## config.mk

```make
export PLATFORM = sky130hd
export DESIGN_NAME = seg_scan_capture
export DESIGN_NICKNAME = d
export VERILOG_FILES = /design/src/rtl/seg_scan_capture_pkg.sv /design/src/rtl/seg_pattern_decode.sv /design/src/rtl/seg_scan_capture.sv
export SDC_FILE = /design/constraint.sdc
export NUM_CORES = 1
export LEC_CHECK = 0
export CAP_MARGIN = 10
export CELL_PAD_IN_SITES_DETAIL_PLACEMENT = 1
export CELL_PAD_IN_SITES_GLOBAL_PLACEMENT = 1
export CORE_MARGIN = 5
export CORE_UTILIZATION = 25
export DETAILED_ROUTE_END_ITERATION = 6
export DONT_BUFFER_PORTS = 1
export MAX_ROUTING_LAYER = met4
export PLACE_DENSITY_LB_ADDON = 0.08
export SLEW_MARGIN = 40
export SYNTH_ARGS = -nofsm -noshare
export SYNTH_HDL_FRONTEND = slang
export SYNTH_SLANG_ARGS = --single-unit
```

## constraint.sdc

```tcl
create_clock -name clk -period 6.8 [get_ports clk]
set_input_delay 0 -clock clk [delete_from_list [all_inputs] [get_ports clk]]
set_output_delay 0 -clock clk [all_outputs]
set_load 0.01 [all_outputs]
```

## src/rtl/seg_scan_capture_pkg.sv

```systemverilog
// +--------------------------------------------------------------------------+
// | seg_scan_capture_pkg : scan-bus encodings shared with the display driver |
// | Rev 1.0                                                                  |
// +--------------------------------------------------------------------------+
`default_nettype none

package seg_scan_capture_pkg;

  localparam int NUM_SLOTS = 8;

  // Active-low segment patterns, bit7 = dp
  localparam logic [7:0] SEG_0     = 8'b1100_0000;
  localparam logic [7:0] SEG_1     = 8'b1111_1001;
  localparam logic [7:0] SEG_2     = 8'b1010_0100;
  localparam logic [7:0] SEG_3     = 8'b1011_0000;
  localparam logic [7:0] SEG_4     = 8'b1001_1001;
  localparam logic [7:0] SEG_5     = 8'b1001_0010;
  localparam logic [7:0] SEG_6     = 8'b1000_0010;
  localparam logic [7:0] SEG_7     = 8'b1111_1000;
  localparam logic [7:0] SEG_8     = 8'b1000_0000;
  localparam logic [7:0] SEG_9     = 8'b1001_0000;
  localparam logic [7:0] SEG_BLANK = 8'hFF;

  localparam logic [7:0] SEG_PAT [10] = '{SEG_0, SEG_1, SEG_2, SEG_3, SEG_4,
                                          SEG_5, SEG_6, SEG_7, SEG_8, SEG_9};

  localparam logic [7:0] SEL_SLOT0 = 8'b0111_1111;
  localparam logic [7:0] SEL_SLOT1 = 8'b1011_1111;
  localparam logic [7:0] SEL_SLOT2 = 8'b1101_1111;
  localparam logic [7:0] SEL_SLOT3 = 8'b1110_1111;
  localparam logic [7:0] SEL_SLOT4 = 8'b1111_0111;
  localparam logic [7:0] SEL_SLOT5 = 8'b1111_1011;
  localparam logic [7:0] SEL_SLOT6 = 8'b1111_1101;
  localparam logic [7:0] SEL_SLOT7 = 8'b1111_1110;
  localparam logic [7:0] SEL_NONE  = 8'hFF;

  localparam logic [7:0] SEL_SLOT [NUM_SLOTS] = '{SEL_SLOT0, SEL_SLOT1, SEL_SLOT2, SEL_SLOT3,
                                                  SEL_SLOT4, SEL_SLOT5, SEL_SLOT6, SEL_SLOT7};

  typedef enum logic [0:0] {
    IDLE    = 1'b0,
    COLLECT = 1'b1
  } state_t;

endpackage

`default_nettype wire

```

## src/rtl/seg_pattern_decode.sv

```systemverilog
// +--------------------------------------------------------------------------+
// | seg_pattern_decode : 7-segment pattern -> BCD, unknown patterns flagged  |
// | Rev 1.0                                                                  |
// +--------------------------------------------------------------------------+
`default_nettype none

module seg_pattern_decode
  import seg_scan_capture_pkg::*;
(
  input  logic [7:0] i_pattern,
  output logic [3:0] o_bcd,
  output logic       o_err
);

  always_comb begin
    o_bcd = 4'hF;
    o_err = 1'b1;
    for (int d = 0; d < 10; d++) begin
      if (i_pattern == SEG_PAT[d]) begin
        o_bcd = 4'(d);
        o_err = 1'b0;
      end
    end
  end

endmodule

`default_nettype wire

```

## src/rtl/seg_scan_capture.sv

```systemverilog
// +--------------------------------------------------------------------------+
// | seg_scan_capture : samples the 8-digit scan bus, publishes whole frames  |
// | Rev 1.0                                                                  |
// +--------------------------------------------------------------------------+
`default_nettype none

module seg_scan_capture
  import seg_scan_capture_pkg::*;
#(
  parameter int STABLE_CNT    = 1,
  parameter int FRAME_TIMEOUT = 16
) (
  input  logic        clk,
  input  logic        rst,
  input  logic [7:0]  seg_com,
  input  logic [7:0]  seg_data,
  output logic [31:0] digits,
  output logic [7:0]  digit_err,
  output logic        frame_valid,
  output logic        frame_err
);

  localparam int c_RUN_W = $clog2(STABLE_CNT + 1);
  localparam int c_TMO_W = $clog2(FRAME_TIMEOUT + 1);

  logic [7:0]         r_com, r_data, r_com_d, r_data_d;
  logic [c_RUN_W-1:0] r_run;
  logic [c_TMO_W-1:0] r_tmo;
  state_t             r_state;
  logic [2:0]         r_expected;
  logic [31:0]        r_sh_dig;
  logic [7:0]         r_sh_err;

  logic               w_differs, w_reached, w_accept;
  logic [c_RUN_W-1:0] w_run_next;
  logic [c_TMO_W-1:0] w_tmo_next;
  logic               w_slot_hit, w_bus_err;
  logic [2:0]         w_slot;
  logic [3:0]         w_bcd;
  logic               w_derr;
  logic [31:0]        w_sh_dig;
  logic [7:0]         w_sh_err;

  seg_pattern_decode u_decode (
    .i_pattern (r_data),
    .o_bcd     (w_bcd),
    .o_err     (w_derr)
  );

  // Run length of the current registered pair; an accept fires once, when it first hits STABLE_CNT
  assign w_differs  = {r_com, r_data} != {r_com_d, r_data_d};
  assign w_run_next = w_differs ? c_RUN_W'(1)
                    : (r_run == c_RUN_W'(STABLE_CNT)) ? r_run : r_run + 1'b1;
  assign w_reached  = (w_run_next == c_RUN_W'(STABLE_CNT)) &&
                      (w_differs || (r_run != c_RUN_W'(STABLE_CNT)));
  assign w_accept   = w_reached && w_slot_hit;
  assign w_bus_err  = !w_slot_hit && (r_com != SEL_NONE);
  assign w_tmo_next = r_tmo + 1'b1;

  always_comb begin
    w_slot_hit = 1'b0;
    w_slot     = 3'd0;
    for (int s = 0; s < NUM_SLOTS; s++) begin
      if (r_com == SEL_SLOT[s]) begin
        w_slot_hit = 1'b1;
        w_slot     = 3'(s);
      end
    end
  end

  // Shadow with the current slot merged in, so slot 7 can be published on its own accept
  always_comb begin
    w_sh_dig = r_sh_dig;
    w_sh_err = r_sh_err;
    for (int s = 0; s < NUM_SLOTS; s++) begin
      if (w_slot == 3'(s)) begin
        w_sh_dig[31-4*s -: 4] = w_bcd;
        w_sh_err[7-s]         = w_derr;
      end
    end
  end

  always_ff @(posedge clk) begin
    if (!rst) begin
      r_com       <= SEL_NONE;
      r_data      <= SEG_BLANK;
      r_com_d     <= SEL_NONE;
      r_data_d    <= SEG_BLANK;
      r_run       <= '0;
      r_tmo       <= '0;
      r_state     <= IDLE;
      r_expected  <= 3'd0;
      r_sh_dig    <= 32'd0;
      r_sh_err    <= 8'd0;
      digits      <= 32'd0;
      digit_err   <= 8'd0;
      frame_valid <= 1'b0;
      frame_err   <= 1'b0;
    end else begin
      r_com       <= seg_com;
      r_data      <= seg_data;
      r_com_d     <= r_com;
      r_data_d    <= r_data;
      r_run       <= w_run_next;
      frame_valid <= 1'b0;
      frame_err   <= 1'b0;

      case (r_state)
        IDLE: begin
          if (w_accept && (w_slot == 3'd0)) begin
            r_sh_dig   <= {w_bcd, 28'd0};
            r_sh_err   <= {w_derr, 7'd0};
            r_expected <= 3'd1;
            r_tmo      <= '0;
            r_state    <= COLLECT;
          end
        end

        COLLECT: begin
          if (w_bus_err) begin
            frame_err  <= 1'b1;
            r_state    <= IDLE;
            r_expected <= 3'd0;
            r_tmo      <= '0;
            r_sh_dig   <= 32'd0;
            r_sh_err   <= 8'd0;
          end else if (w_accept) begin
            r_tmo <= '0;
            if (w_slot == r_expected) begin
              r_sh_dig   <= w_sh_dig;
              r_sh_err   <= w_sh_err;
              r_expected <= r_expected + 3'd1;
              if (w_slot == 3'd7) begin
                digits      <= w_sh_dig;
                digit_err   <= w_sh_err;
                frame_valid <= 1'b1;
                r_state     <= IDLE;
              end
            end else if (w_slot == 3'd0) begin
              frame_err  <= 1'b1;
              r_sh_dig   <= {w_bcd, 28'd0};
              r_sh_err   <= {w_derr, 7'd0};
              r_expected <= 3'd1;
            end else begin
              frame_err  <= 1'b1;
              r_state    <= IDLE;
              r_expected <= 3'd0;
              r_sh_dig   <= 32'd0;
              r_sh_err   <= 8'd0;
            end
          end else if (w_tmo_next == c_TMO_W'(FRAME_TIMEOUT)) begin
            frame_err  <= 1'b1;
            r_state    <= IDLE;
            r_expected <= 3'd0;
            r_tmo      <= '0;
            r_sh_dig   <= 32'd0;
            r_sh_err   <= 8'd0;
          end else begin
            r_tmo <= w_tmo_next;
          end
        end

        default: r_state <= IDLE;
      endcase
    end
  end

endmodule

`default_nettype wire
```

==> flow_summary.ini, run 1 <==
[sta]
skew_ns = 0.0107
hold_viol = 0
grt_setup_unrepaired = false
setup_violations = 0
worst_slew_margin_rel = 0.414
worst_pin_slew_ns = 0.875
tns_ns = 0
timing.fmax_mhz = 271
period_share = 0.542
period_needed_ns = 3.68
finalMaxSlewViolations = 0

[status]
status = completed

[synth]
synthTopCellsByCount = 119 x dfxtp_1, 51 x nand2_1, 44 x a21oi_1
synthCells = 647
yosys_warnings = 0
ys_top_cells_by_area = dfxtp_1 42%, a211oi_2 5.5%, mux2i_1 4.4%
ys_ff_latch = 119
async_reset_ff_frac = 0
ys_seq_area_frac = 0.416
yosysTopAreaCell = dfxtp_1
synth.avg_cell_area_um2 = 8.85
yosysTopAreaCellShare = 0.416
synthesis.area_um2 = 5730
synth-edff-count = 0
yosysMostFrequentCell = dfxtp_1
yosysUniqueCellTypes = 59
syn_nets = 667
ys.flop_type = dfxtp_1

[die]
start_util = 0.254
die_w_um = 161
rows = 55
fp.coreArea_um2 = 22600
dieArea_um2 = 26000
die-height_um = 161
ios = 60

[power]
peakVddDrop_uv = 129
p_total_mw = 1.75
internal-power_mw = 1.31
p_clk_frac = 0.503
sw_frac_of_total = 0.251
p_switching_mw = 0.440
combPwrFrac = 0.079
seq_power_share = 0.418
p_per_area_nw_per_um2 = 265
p_leak_nw = 2.31

[global_routing]
antenna_found_initial = 0
grt_pass1_vias = 4935
use_met2 = 0.239
grt_use_met1 = 0.179
grt_pass1_wl_mm = 28.7
met3_usage = 0.0337
gr-total-overflow = 0
grt_max_degree = 104
grt_usage = 0.145
busiest_layer = met2

[place]
portBuffers = 0
dp_hpwl_mm = 11.8
place.gp.congestion = 0.753

[critical_path]
r2r-end = r_sh_err[3]$_SDFFE_PN0P_
crit_fanout = 38
worst_setup_path_start_kind = register
r2r_start = r_com[6]$_SDFF_PN1_
regToRegSetupSlack_ns = 3.12
path_cells = nand4_2, nor3_1, xor2_1, o31ai_1, and4_2, buf_4, nand3_1, o211ai_1
crit_family = simple AND/OR/NAND/NOR gates
cpPeakStageDelay_ns = 0.67
path_buf_inv = 1
crit_required_ns = 7.13
critPathKind = register to register
worstRegToRegCells = 8
cp-end-kind = register
cp_data_arrival_time_ns = 4.01
cp_slowest_cell = and4_2

[layout]
nNetsFinal = 654
fin_util = 0.294
area_growth_pct = 15.8
n_antenna_cell = 0
drive_gt1_frac = 0.118

[routing]
ant_nets = 0
first_pass_iters = 4
drcViolationCount = 0
first_iter_violations = 190
avgViaCountPerCell = 5.01
wire_per_inst_um = 19.3
vias = 4668
routed_wirelength_mm = 18.0

[clock_tree]
cts_tree = built
cts_buffers = 17
root_buffer = clkbuf_16
postCtsSetupBuffers = 0
clkLatencyLatePin_ns = 0.42
clk_pin_slew_ns = 0.05
cts.htree.levels = 4
clkSinkCount = 119
cts_buffer_depth = 2

[run]
cap_violations = 0

[hold_path]
hold_class = input port to register
whs_endpoint = r_tmo[4]$_SDFFE_PN0P_
hold_start = rst
min_path_cells = 3
[sequential cells by signal, summed over array words and instances, names as in the netlist, 3 cells and up]
register	flops
digits	32
r_sh_dig	28
digit_err	8
r_com	8
r_com_d	8
r_data	8
r_data_d	8
r_sh_err	7
r_tmo	5
r_expected	3
[cell type report]
cell class | instances | area (um2)
clock buffers | 22 | 464
clock inverters | 9 | 101
fillers | 2593 | 15900
inverters | 23 | 86.3
multi-input cells | 448 | 2990
flip-flops and latches | 119 | 2380
well taps | 285 | 357
repair buffers | 25 | 250
[worst reg2reg max path, delay by kind of cell (launching register included)]
family | cells | cell delay (ns)
and+or+nand+nor | 4 | 1.78
DFF | 1 | 0.62
AOI/OAI and AO/OA | 2 | 0.57
buffers and inverters | 1 | 0.50
xor gates and xnor gates | 1 | 0.13
[how the worst max path moves through the flow]
stage / startpoint / slack [ns] / cells past startpoint / endpoint
after global routing: r_com[7]$_SDFF_PN1_ / 2.77 / 8 / r_sh_dig[13]$_SDFFE_PN0P_
after detailed placement: r_com[7]$_SDFF_PN1_ / 3.18 / 8 / r_sh_dig[13]$_SDFFE_PN0P_
after global placement: r_com[7]$_SDFF_PN1_ / 3.33 / 8 / r_sh_dig[13]$_SDFFE_PN0P_
after CTS: r_com[7]$_SDFF_PN1_ / 3.15 / 8 / r_sh_err[3]$_SDFFE_PN0P_
final: r_com[6]$_SDFF_PN1_ / 3.12 / 8 / r_sh_err[3]$_SDFFE_PN0P_
after floorplan: r_com[2]$_SDFF_PN1_ / 4.28 / 11 / digits[14]$_SDFFE_PN0P_
[routing by layer]
metal  vias up  share of wire
met3        13          0.030
met2        45           0.49
met4         0         0.0090
li1       2314              -
met1      2296           0.47
met5         -              0
[power by group through the flow]
| stage | combinational, mW | clock (mW) | sequential, mW |
|---|---|---|---|
| finish | 0.138 | 0.883 | 0.733 |
| global placement | 0.119 | 0 | 0.748 |
| global route | 0.154 | 0.939 | 0.735 |
| floorplan | 0.110 | 0 | 0.732 |
| detailed placement | 0.120 | 0 | 0.748 |
| CTS | 0.140 | 0.913 | 0.733 |
[cells in the final DEF, fill, tap and decap left out, types with 4 or more instances in the layout]
cell type and count:
nor3_1 17, nand3b_1 7, o211ai_1 14, nor2b_1 6
a22oi_1 4, a21oi_1 44, xnor2_1 18, nor2_1 26
nand3_1 25, mux2i_1 25, nand4_1 26, and3_1 6
nand2b_1 34, a211oi_2 25, clkbuf_16 17, o21ai_0 22
o22ai_1 18, nor4_1 5, dlygate4sd3_1 17, a31oi_1 9
nand2_1 51, a211oi_1 7, inv_1 22, and2_1 4
clkinv_2 5, buf_4 7, dfxtp_1 119, xor2_1 9
[repair_timing]
| action | 4_1_cts | 5_1_grt |
|---|---|---|
| gates resized for setup | 0 | 0 |
| hold buffers | 18 | 0 |
| hold endpoints to repair | 84 | 0 |
| setup endpoints to repair | 0 | 0 |
[cells by family (layout without fill, tap and decap cells)]
| family | count (synthesis) | count (layout) | synth area share |
|---|---|---|---|
| AOI/OAI and AO/OA | 163 | 163 | 0.208 |
| xor gates and xnor gates | 27 | 27 | 0.0413 |
| adders and majority gates | 2 | 2 | 0.00437 |
| buffers and inverters | 80 | 79 | 0.0642 |
| DFF | 119 | 119 | 0.416 |
| muxes | 25 | 25 | 0.0437 |
| and+or+nand+nor | 231 | 231 | 0.222 |
[stage by stage]
step | worst slack (ns) | cell area, um2 | instances | hold WS [ns]
2_1_floorplan | 4.28 | 5730 | 647 | 0.0277
3_3_place_gp | 3.33 | 5850 | 882 | 0.0425
3_5_place_dp | 3.18 | 5870 | 882 | 0.0366
4_1_cts | 3.15 | 6630 | 931 | 0.0745
5_1_grt | 2.77 | 6630 | 931 | 0.137
6_report | 3.12 | 6630 | 931 | 0.0887
Note: power is estimated with default switching activity, not from simulation.
==> inputs of run 2 (changes only) <==
--- a/config.mk
+++ b/config.mk
@@ -5,6 +5,7 @@
 export SDC_FILE = /design/constraint.sdc
 export NUM_CORES = 1
 export LEC_CHECK = 0
+export ABC_AREA = 1
 export CAP_MARGIN = 10
 export CELL_PAD_IN_SITES_DETAIL_PLACEMENT = 1
 export CELL_PAD_IN_SITES_GLOBAL_PLACEMENT = 1
==> constraint.sdc (replaced) <==
create_clock -name clk -period 3.3 [get_ports clk]
set_input_delay 0 -clock clk [delete_from_list [all_inputs] [get_ports clk]]
set_output_delay 0 -clock clk [all_outputs]
set_load 0.01 [all_outputs]
==> run 2 against run 1 <==
Effect of this change: final area up 1.7%; die area grew 0.41%; synthesized area is 0.44% higher; global-route usage increased by 0.60 points.
==> flow_summary.ini, run 2 <==
[status]
status = completed

[synth]
ys_top_cells_by_area = dfxtp_1 43%, nand2_1 16%, nand3_1 11%
ys.flop_type = dfxtp_1
yosysTopAreaCell = dfxtp_1
async_reset_ff_frac = 0
yosysMostFrequentCell = nand2_1
yosysTopAreaCellShare = 0.432
synth.avg_cell_area_um2 = 6.94
yosysUniqueCellTypes = 32
synthesis.area_um2 = 5750
ys_seq_area_frac = 0.432
synth-edff-count = 0
yosys_warnings = 0
synthCells = 829
synthTopCellsByCount = 244 x nand2_1, 128 x nand3_1, 124 x dfxtp_1
ys_ff_latch = 124
syn_nets = 849

[layout]
nNetsFinal = 860
n_antenna_cell = 0
drive_gt1_frac = 0.109
multiInputGateArea_um2 = 2780
num-fill-cells = 2757
reg_top3 = digits (32), r_sh_dig (32)
regArea_um2 = 2480
postLayoutCellArea_um2 = 6740
layout_commonest_cell = nand2_1
area_growth_pct = 17.3
most-common-layout-cells = 244 x nand2_1, 128 x nand3_1, 124 x dfxtp_1, 62 x inv_1, 61 x nor2_1

[die]
dieArea_um2 = 26100
ios = 60
fp.coreArea_um2 = 22600
rows = 55
die_w_um = 162
die-height_um = 162
start_util = 0.254

[global_routing]
grt_pass1_vias = 5691
grt_usage = 0.151
grt_pass1_wl_mm = 30.6
grt_max_degree = 91
antenna_found_initial = 0
gr-total-overflow = 0

[clock_tree]
cts_buffers = 17
clkSinkCount = 124
cts_resized = 0
root_buffer = clkbuf_16
cts_tree = built
clk_pin_slew_ns = 0.06
cts.htree.levels = 4
clkLatencyLatePin_ns = 0.43
postCtsSetupBuffers = 0
cts_buffer_depth = 2

[routing]
routed_wirelength_mm = 18.4
wire_per_inst_um = 16.2
first_pass_iters = 4
drcViolationCount = 0
first_iter_violations = 258
ant_nets = 0
avgViaCountPerCell = 4.67
vias = 5313

[critical_path]
r2r_start = r_com[4]$_SDFF_PN1_
crit_fanout = 23
setup.worst_path.end = digit_err[0]$_SDFFE_PN0P_
critPathKind = register to register
cp_slowest_cell = dfxtp_1
worstSetupStartpoint = r_com[4]$_SDFF_PN1_
r2r-end = digit_err[0]$_SDFFE_PN0P_
crit_required_ns = 3.58
regToRegSetupSlack_ns = 0.53
worstRegToRegCells = 14
path_cells = nand2_2, nor2_4, nand2_2, nand2_2, nor2_4, nand2_1, nand2_2, nor2_4, nand2_4, inv_4, nand2_1, buf_4, nand2_1, a21oi_1
worst_setup_path_start_kind = register
cp_common_cell = nand2_2
cp-end-kind = register
cp_data_arrival_time_ns = 3.05
cpPeakStageDelay_ns = 0.41

[sta]
finalMaxSlewViolations = 0
period_needed_ns = 2.77
hold_viol = 0
skew_ns = 0.0121
timing.fmax_mhz = 361
period_share = 0.840
grt_setup_unrepaired = false
worst_slew_margin_rel = 0.552
tns_ns = 0
worst_pin_slew_ns = 0.672
setup_violations = 0

[power]
p_total_mw = 3.81
combPwrFrac = 0.121
seq_power_share = 0.411
p_switching_mw = 1.15
p_per_area_nw_per_um2 = 564
sw_frac_of_total = 0.303
internal-power_mw = 2.65
p_clk_frac = 0.468
peakVddDrop_uv = 243
p_leak_nw = 2.94

[place]
dp_hpwl_mm = 12.8
placedInstanceArea_um2 = 5990
place.gp.congestion = 0.803
portBuffers = 0

[run]
cap_violations = 0

[hold_path]
hold_start = rst
hold_class = input port to register
-- run 2: changes by cell type in the layout (fill, tap and decap cells not counted), sizes merged, moves of 32 or more --
| cell | change |
|---|---|
| nand2 | +202 |
| nand3 | +107 |
| inv | +54 |
| nor2 | +43 |
| nand2b | -34 |
| a211oi | -32 |
-- run 2: cell families (layout without fill, tap and decap cells) --
| kind of cell | after synthesis | after routing | share of synthesized area |
|---|---|---|---|
| compound gates | 107 | 107 | 0.0970 |
| simple gates | 480 | 480 | 0.373 |
| xor+xnor | 6 | 6 | 0.00914 |
| flops | 124 | 124 | 0.432 |
| buf+inv | 110 | 134 | 0.0846 |
| fa+ha+maj | 2 | 2 | 0.00435 |
-- run 2: power by group through the flow --
stage,clock network [mW],registers (mW),logic [mW]
CTS,1.84,1.56,0.472
global route,1.91,1.57,0.524
finish,1.78,1.56,0.462
detailed placement,0,1.60,0.432
global placement,0,1.60,0.423
floorplan,0,1.59,0.360
-- run 2: worst max-delay path, delay by kind of cell (launching register included) --
| family | cells | cell delay [ns] |
|---|---|---|
| AOI/OAI and AO/OA | 1 | 0.06 |
| buffers and inverters | 2 | 0.54 |
| DFF | 1 | 0.41 |
| and+or+nand+nor | 11 | 1.61 |
-- run 2: through the flow --
stage / setup WS (ns) / hold WS, ns / cells / utilization
2_1_floorplan: 1.43 / 0.0277 / 829 / -
3_3_place_gp: 0.629 / 0.0365 / 1088 / 0.264
3_5_place_dp: 0.506 / 0.0347 / 1088 / 0.265
4_1_cts: 0.491 / 0.00445 / 1138 / 0.298
5_1_grt: 0.288 / 0.0442 / 1138 / 0.298
6_report: 0.527 / 0.0208 / 1138 / 0.298
-- run 2: worst min path at each step --
stage	end	slack, ns	cells after the start
2_1_floorplan	r_run$_SDFF_PN0_	0.03	0
3_3_place_gp	r_run$_SDFF_PN0_	0.04	0
3_5_place_dp	r_run$_SDFF_PN0_	0.03	0
4_1_cts	digits[5]$_SDFFE_PN0P_	0.004	2
5_1_grt	digits[5]$_SDFFE_PN0P_	0.04	2
6_report	digit_err[2]$_SDFFE_PN0P_	0.02	2
-- run 2: layout make-up --
type / instances / share of cell area
clock inverters: 15 / 0.0193
well taps: 285 / 0.0529
repair buffers: 31 / 0.0438
flip-flops and latches: 124 / 0.368
inverters: 71 / 0.0403
clock buffers: 17 / 0.0631
multi-input cells: 595 / 0.413
-- run 2: per-layer routing --
layer	routed length, um	track usage	vias to the layer above
met5	0	-	-
met4	238	0.0431	0
met3	688	0.0272	17
met2	8670	0.249	69
met1	8790	0.190	2536
li1	-	-	2691
-- run 2: what timing repair did --
action | 4_1_cts | 5_1_grt
hold buffers | 18 | 0
endpoints found under the setup margin | 0 | 0
hold endpoints to repair | 78 | 0
==> inputs of run 3 (changes only) <==
--- a/config.mk
+++ b/config.mk
@@ -5,7 +5,7 @@
 export SDC_FILE = /design/constraint.sdc
 export NUM_CORES = 1
 export LEC_CHECK = 0
-export ABC_AREA = 1
+export ABC_AREA = 0
 export CAP_MARGIN = 10
 export CELL_PAD_IN_SITES_DETAIL_PLACEMENT = 1
 export CELL_PAD_IN_SITES_GLOBAL_PLACEMENT = 1
==> constraint.sdc (replaced) <==
create_clock -name clk -period 2.4 [get_ports clk]
set_input_delay 0 -clock clk [delete_from_list [all_inputs] [get_ports clk]]
set_output_delay 0 -clock clk [all_outputs]
set_load 0.01 [all_outputs]
==> run 3 against run 2 <==
Effect of this change: sequential power up 31%; die area down 0.41%; first-iteration DRC count down 25%; utilization up 5.3 points; maximum frequency up 17%; critical endpoint is now r_sh_dig[22]$_SDFFE_PN0P_; largest power group unchanged; highest routed layer unchanged.
==> flow_summary.ini, run 3 (synthesis gave the netlist of run 1 again) <==
[status]
status = completed

[hold_path]
whs_endpoint = r_tmo[1]$_SDFFE_PN0P_
hold_start = rst
min_path_cells = 3
hold_class = input port to register

[sta]
hold_viol = 0
grt_setup_unrepaired = true
fin_ws_ns = 0.0355
period_share = 0.985
period_needed_ns = 2.36
worst_slew_margin_rel = 0.580
setup_violations = 0
skew_ns = 0.00882
finalMaxSlewViolations = 0
worst_pin_slew_ns = 0.628
timing.fmax_mhz = 423

[layout]
layout_commonest_cell = dfxtp_1
n_antenna_cell = 0
area_growth_pct = 38.4
reg_top3 = digits (32), r_sh_dig (28)
num-fill-cells = 2602
nNetsFinal = 770
regMostFlops = digits
drive_gt1_frac = 0.287
most-common-layout-cells = 108 x dfxtp_1, 89 x buf_4, 51 x nand2_1, 35 x a21oi_1, 35 x dlygate4sd3_1
largest_reg_flops = 32
postLayoutCellArea_um2 = 7920
final_cells = 1048

[die]
start_util = 0.254
die_w_um = 161
fp.coreArea_um2 = 22600
die-height_um = 161
rows = 55
ios = 60
dieArea_um2 = 26000

[place]
dp_hpwl_mm = 13.4
place.gp.congestion = 0.778
portBuffers = 0
placedInstanceArea_um2 = 6600
dp_cells = 971
dp_slack_ns = -0.215

[power]
p_total_mw = 5.17
peakVddDrop_uv = 301
p_per_area_nw_per_um2 = 653
p_leak_nw = 2.88

[clock_tree]
cts.htree.levels = 4
clkLatencyLatePin_ns = 0.42
cts_buffer_depth = 2
cts_tree = built
root_buffer = clkbuf_16
clkSinkCount = 119
clk_pin_slew_ns = 0.06
cts_buffers = 17

[critical_path]
r2r-end = r_sh_dig[22]$_SDFFE_PN0P_
crit_fanout = 7
cp-end-kind = register
worst_setup_path_start_kind = register
r2r_start = r_com[3]$_SDFF_PN1_
cp_data_arrival_time_ns = 2.70
path_buf_inv = 3
cpPeakStageDelay_ns = 0.45
cp_slowest_cell = or3_4
path_cells = buf_12, nand4_1, or3_4, buf_4, nand4b_1, nand4_1, a31oi_1, buf_4, a31oi_4, o22ai_1
crit_required_ns = 2.73
worstRegToRegCells = 10
crit_family = simple AND/OR/NAND/NOR gates
critPathKind = register to register
regToRegSetupSlack_ns = 0.04

[routing]
wire_per_inst_um = 18.4
drcViolationCount = 0
vias = 5192
first_pass_iters = 4
routed_wirelength_mm = 19.2
ant_nets = 0
first_iter_violations = 193
avgViaCountPerCell = 4.95

[global_routing]
gr-total-overflow = 0
antenna_found_initial = 0
grt_usage = 0.152
grt_pass1_wl_mm = 30.2
grt_pass1_vias = 5351
grt_max_degree = 76

[run]
cap_violations = 0
-- run 3: cell types whose count changed in the layout (fill, tap and decap cells not counted), moves of 17 or more --
cell           change
nand2_1          -193
nand3_1          -104
buf_4             +76
inv_1             -40
nor2_1            -35
nand2b_1          +34
a211oi_2          +25
mux2i_1           +24
nand4_1           +21
o21ai_0           -19
dlygate4sd3_1     +18
o22ai_1           +17
-- run 3: how the worst max path moves through the flow --
| stage | cells past startpoint | slack [ns] | to | start |
|---|---|---|---|---|
| floorplan | 11 | -0.007 | digits[6]$_SDFFE_PN0P_ | r_data[2]$_SDFF_PN1_ |
| global placement | 8 | -0.24 | r_sh_dig[16]$_SDFFE_PN0P_ | r_data[2]$_SDFF_PN1_ |
| CTS | 8 | -0.008 | r_sh_dig[15]$_SDFFE_PN0P_ | r_data[2]$_SDFF_PN1_ |
| detailed placement | 8 | -0.22 | r_sh_dig[15]$_SDFFE_PN0P_ | r_data[2]$_SDFF_PN1_ |
| finish | 10 | 0.04 | r_sh_dig[22]$_SDFFE_PN0P_ | r_com[3]$_SDFF_PN1_ |
| global route | 10 | -0.09 | r_sh_dig[6]$_SDFFE_PN0P_ | r_com[3]$_SDFF_PN1_ |
-- run 3: layout make-up --
class | instances | area (um2) | share of cell area
multi-input cells | 448 | 3210 | 0.405
flip-flops and latches | 119 | 2410 | 0.304
repair buffers | 141 | 1280 | 0.162
clock buffers | 17 | 425 | 0.0537
well taps | 285 | 357 | 0.0450
clock inverters | 15 | 154 | 0.0194
inverters | 23 | 86.3 | 0.0109
-- run 3: through the flow --
stage                     setup TNS, ns   util  hold slack [ns]
after CTS                      -0.00798  0.339           0.0887
after floorplan                -0.00736      -           0.0277
after global placement            -8.65  0.293           0.0403
after detailed placement          -7.82  0.293           0.0444
final                                 0  0.351           0.0783
after global routing             -0.953  0.351            0.104
-- run 3: metal layers --
metal | global-route usage | wire [um]
met1 | 0.187 | 8930
met2 | 0.249 | 9400
met3 | 0.0319 | 528
met4 | 0.0496 | 383
met5 | - | 0
-- run 3: where the power goes --
group          switching [mW]  leakage [nW]  internal, mW  total [mW]
Combinational           0.318          1.64         0.291       0.609
Sequential             0.0435         0.966          2.01        2.05
Clock                   0.982         0.275          1.53        2.51
-- run 3: worst register-to-register path, cell delays in order, from the launching register on --
cell      delay, ns
dfxtp_2        0.35
buf_12         0.12
nand4_1        0.19
or3_4          0.45
buf_4          0.14
nand4b_1       0.17
nand4_1        0.16
a31oi_1        0.21
buf_4          0.23
a31oi_4        0.07
o22ai_1        0.19
-- run 3: what timing repair did --
item	CTS	global route
pin swaps	1	18
endpoints found under the hold margin	84	0
gates resized for setup	24	46
buffers inserted	1	8
hold buffers	36	0
setup endpoints to repair	76	80
